## src/rtl/ahbl_sram_req_if.sv

```systemverilog
// AHB-Lite slave to single-beat SRAM request bridge: write 1 wait state, read 2, error 2-cycle ERROR.
// BUSY holds the request in REQ and adds one wait state per cycle; HREADYOUT stays low until completion.
module ahbl_sram_req_if #(
   parameter int MEM_AWIDTH = 19,
   parameter int MEM_DEPTH  = 512
) (
   input  logic                  HCLK,
   input  logic                  aresetn,
   input  logic                  HSEL,
   input  logic                  HREADYIN,
   input  logic                  HWRITE,
   input  logic [1:0]            HTRANS,
   input  logic [2:0]            HSIZE,
   input  logic [31:0]           HADDR,
   input  logic [31:0]           HWDATA,
   output logic                  HREADYOUT,
   output logic                  HRESP,
   output logic [31:0]           HRDATA,
   output logic                  ahbsram_req,
   output logic                  ahbsram_write,
   output logic [2:0]            ahbsram_size,
   output logic [MEM_AWIDTH-1:0] ahbsram_addr,
   output logic [31:0]           ahbsram_wdata,
   input  logic                  sramahb_ack,
   input  logic [31:0]           sramahb_rdata,
   input  logic                  BUSY
);

   typedef enum logic [2:0] {
      ST_IDLE,
      ST_REQ,
      ST_WAIT,
      ST_RDATA,
      ST_ERR1,
      ST_ERR2
   } state_t;

   state_t      state;
   logic        xfer_vld;
   logic        addr_err;
   logic        hready_int;
   logic [31:0] word_idx;
   logic        unused_bits;

   assign xfer_vld    = HSEL & HTRANS[1] & HREADYIN;
   assign word_idx    = 32'(HADDR[MEM_AWIDTH-1:2]);
   assign unused_bits = ^{HADDR[31:MEM_AWIDTH], HTRANS[0]};

   always_comb begin
      addr_err = 1'b0;
      if (HSIZE > 3'b010)
         addr_err = 1'b1;
      else if (HSIZE == 3'b001 && HADDR[0])
         addr_err = 1'b1;
      else if (HSIZE == 3'b010 && HADDR[1:0] != 2'b00)
         addr_err = 1'b1;
      if (word_idx >= 32'(MEM_DEPTH))
         addr_err = 1'b1;
   end

   // A write ack doubles as the completion cycle, so it must open the bus combinationally.
   always_comb begin
      hready_int = 1'b1;
      case (state)
         ST_REQ, ST_ERR1: hready_int = 1'b0;
         ST_WAIT:         hready_int = sramahb_ack & ahbsram_write;
         default:         hready_int = 1'b1;
      endcase
   end

   always_ff @(posedge HCLK or negedge aresetn) begin
      if (!aresetn) begin
         state         <= ST_IDLE;
         ahbsram_write <= 1'b0;
         ahbsram_size  <= 3'b000;
         ahbsram_addr  <= '0;
      end else if (hready_int && xfer_vld) begin
         ahbsram_write <= HWRITE;
         ahbsram_size  <= HSIZE;
         ahbsram_addr  <= HADDR[MEM_AWIDTH-1:0];
         state         <= addr_err ? ST_ERR1 : ST_REQ;
      end else begin
         case (state)
            ST_REQ:  if (!BUSY) state <= ST_WAIT;
            ST_WAIT: if (sramahb_ack) state <= ahbsram_write ? ST_IDLE : ST_RDATA;
            ST_ERR1: state <= ST_ERR2;
            default: state <= ST_IDLE;
         endcase
      end
   end

   assign HREADYOUT     = hready_int;
   assign HRESP         = (state == ST_ERR1) || (state == ST_ERR2);
   assign HRDATA        = (state == ST_RDATA) ? sramahb_rdata : 32'h0;
   assign ahbsram_req   = (state == ST_REQ) & ~BUSY;
   assign ahbsram_wdata = HWDATA;

endmodule

```

## config.mk

```make
export PLATFORM = sky130hd
export DESIGN_NAME = ahbl_sram_req_if
export DESIGN_NICKNAME = d
export VERILOG_FILES = /design/src/rtl/ahbl_sram_req_if.sv
export SDC_FILE = /design/constraint.sdc
export NUM_CORES = 1
export LEC_CHECK = 0
export BUFFER_PORTS_ARGS = -buffer_cell sky130_fd_sc_hd__buf_2
export CAP_MARGIN = 20
export CELL_PAD_IN_SITES_DETAIL_PLACEMENT = 1
export CELL_PAD_IN_SITES_GLOBAL_PLACEMENT = 2
export CORE_MARGIN = 2
export CORE_UTILIZATION = 16
export DETAILED_ROUTE_END_ITERATION = 8
export PLACE_DENSITY_LB_ADDON = 0.25
export RECOVER_POWER = 25
export SLEW_MARGIN = 40
export SYNTH_ARGS = -nofsm -noshare
export SYNTH_HDL_FRONTEND = slang
export SYNTH_SLANG_ARGS = --single-unit
```

## constraint.sdc

```tcl
create_clock -name HCLK -period 1.9 [get_ports HCLK]
set_input_delay 0.38 -clock HCLK [delete_from_list [all_inputs] [get_ports HCLK]]
set_output_delay 0.38 -clock HCLK [all_outputs]
set_load 0.05 [all_outputs]
```

==> impl_metrics.csv <==
group,metric,value,unit
sta,worst_pin_slew,1.48,ns
layout,final_common_cell,"buf_2",
pwr,p_comb_share,63.1,%
floorplan,die_h,106,um
logic_synthesis,synth_cell_types,26,
logic_synthesis,yosys-top-cells-area,"dfrtp_1 (39%), mux2_4 (17%), buf_4 (15%)",
outcome,status,"finished, final reports clean",
route,wl,4530,um
sta,period_needed,1.87,ns
pwr,p_sw_share,49.3,%
global_routing,grt_use_total,7.55,%
layout,final_layout_size_suffix_gt1_share,69.5,%
logic_synthesis,synth_top_family_by_area,"multiplexers",
global_routing,overflow,0,
route,drtPass1Iterations,4,
placement,port_buffers,119,
critical_path,worstPathArrival,1.49,ns
route,vias,1367,
sta,finalSetupViolCount,0,
placement,dpl_cell_area,2220,um2
layout,utilization,23.9,%
logic_synthesis,synth_fp_nets,253,
floorplan,core_area,10200,um2
run,maxCapViolations,0,
layout,final_cell_mix,"buf_2 (84), buf_4 (33), and2_1 (31), dfrtp_1 (24), mux2_4 (21)",
floorplan,ios,198,
critical_path,cp-end-kind,"output pin",
critical_path,startpoint_type,"flop",
sta,fin_skew,0.00378,ns
global_routing,grt_pass1_vias,1428,
route,wl_per_cell,12.1,um
clocking,cts_tree,"yes",
logic_synthesis,synthXorXnorAreaFrac,0,%
logic_synthesis,synth_fa_ha_area_share,0,%
logic_synthesis,synth_mux_area_share,20.4,%
clocking,insertion_delay,0.27,ns
placement,routabilityCongestion,0.651,
layout,antenna_cells,0,
critical_path,critPathKind,"flop to output pin",
layout,nets,348,
clocking,clk_pin_slew,0.09,ns
clocking,holdBufCountCts,0,
logic_synthesis,yosysWarnings,0,
layout,final_area,2450,um2
sta,hold_viol_final,0,
hold_path,hold_path_class,"input pin to flop",
pwr,vdd_drop_max,0.803,mV
route,initialDrtViolationCount,48,
clocking,cts_sinks,26,
clocking,cts_buffers,3,
pwr,p_sw,1950,uW
placement,hpwlAfterDp,3600,um
logic_synthesis,synth_cells,145,
pwr,p_clk_share,11.7,%
sta,rsz0062_at_grt,"yes",
pwr,p_leak,0.00130,uW
global_routing,grt_pass1_wl,7050,um
logic_synthesis,yosysTopAreaCell,"dfrtp_1",
floorplan,rows,37,
pwr,power.internal,2000,uW
floorplan,fp.dieArea,11300,um2
critical_path,crit_fanout,4,
route,via_per_inst,3.65,
logic_synthesis,syn_area_per_cell,11.6,um2
pwr,seqPwrFrac,25.2,%
sta,maxSlewHeadroom,1.57,%
route,drc,0,
clocking,cts_root_buf,"clkbuf_8",
pwr,p_per_area,1620,nW/um2
clocking,htreeDepth,1,
clocking,clock_path_buffers,2,
logic_synthesis,synthSimpleGateAreaFrac,18.4,%
sta,slew_violations,0,
logic_synthesis,synth-seq-cells,26,
sta,fin_crit_sh,98.2,%
route,drtAntennaViolNets,0,
sta,fmax,0.536,GHz
floorplan,start_util,16.4,%
global_routing,antenna_found_initial,0,
logic_synthesis,mappedNetlistArea,1680,um2
floorplan,die_w,106,um
global_routing,grt_max_degree,33,
logic_synthesis,synth_top_area_share,38.8,%
layout,nFillCells,1204,
logic_synthesis,synth_compound_area_share,4.62,%
critical_path,required,1.52,ns
logic_synthesis,seq_area_frac_synth,38.8,%
layout,area_growth_syn_to_layout,45.9,%
[worst paths after layout]
path	startpoint	endpoint	slack, ns	cells after the start
min	HADDR[8]	ahbsram_addr[8]$_DFFE_PN0P_	0.33	2
max reg2reg	state[0]$_DFFE_PN0P_	ahbsram_addr[1]$_DFFE_PN0P_	0.04	6
max in group asynchronous	aresetn	state[1]$_DFFE_PN0P_	0.49	1
min reg2reg	ahbsram_addr[13]$_DFFE_PN0P_	ahbsram_addr[13]$_DFFE_PN0P_	0.51	1
max	state[0]$_DFFE_PN0P_	HREADYOUT	0.03	4
min in group asynchronous	aresetn	ahbsram_size[1]$_DFFE_PN0P_	0.44	1
[layout make-up]
type	count	area [um2]	share of cell area, %
repair buffers	128	811	33.1
clock inverters	1	30.0	1.23
multi-input cells	81	743	30.4
well taps	136	170	6.95
clock buffers	3	41.3	1.69
flip-flops and latches	26	653	26.7
[critical path, stage by stage (launching register included)]
cell	delay (ns)
dfrtp_2	0.43
or3b_4	0.41
o21a_4	0.13
o21a_1	0.11
buf_6	0.15
[stage by stage]
step / worst slack [ns] / setup TNS [ns] / hold slack, ns / std cells / power, uW
5_1_grt: -0.0251 / -0.119 / 0.329 / 375 / 4170
6_report: 0.0333 / 0 / 0.334 / 375 / 3960
3_3_place_gp: 0.0928 / 0 / 0.444 / 367 / 3360
2_1_floorplan: 0.100 / 0 / 0.0844 / 145 / 3010
4_1_cts: -0.0270 / -0.0270 / 0.130 / 375 / 3980
3_5_place_dp: 0.0946 / 0 / 0.447 / 367 / 3380
[power by group through the flow]
stage	combinational (uW)	sequential [uW]	clock, uW
after floorplan	1140	1870	0
after global placement	2370	998	0
after detailed placement	2370	1010	0
after CTS	2490	999	493
after global routing	2620	1050	506
final	2500	997	462
[layer usage]
metal  wire length (um)  global-route usage, %  vias up
met2               2220                   13.4       78
met5                  0                      0        -
met1               1770                   8.72      643
met3                468                   2.27       10
li1                   -                      -      636
met4                 68                   2.26        0
[flip-flops by register name (all words and copies together) (netlist names)]
register,cells
ahbsram_addr,19
ahbsram_size,3
state,3
ahbsram_write,1
[logic make-up (layout without fill, tap and decap cells)]
group,after synthesis,in the layout
buf+inv,38,132
flops,26,26
mux,24,24
simple gates,48,48
compound gates,9,9
[repair_timing]
action                                  in CTS  in global routing
pin swaps                                    1                  1
buffers inserted                             4                  0
endpoints found under the hold margin        0                  0
endpoints found under the setup margin      34                 23
gates resized for setup                     29                 28
[synthesized netlist by cell type (all sizes together)]
| cell | count |
|---|---|
| nand3b | 1 |
| a31oi | 1 |
| mux2 | 24 |
| and2b | 1 |
| buf | 35 |
| or3b | 1 |
| nor4b | 2 |
| and2 | 32 |
| nor3 | 1 |
| nor2 | 3 |
| a21oi | 3 |
| or2b | 1 |
| dfrtp | 26 |
| or2 | 1 |
| and3b | 1 |
| o21a | 2 |
| clkbuf | 3 |
| and3 | 1 |
| nor4 | 2 |
| o21ai | 1 |
| nand2 | 1 |
| o211ai | 2 |
Power figures use the tool's default switching activity.
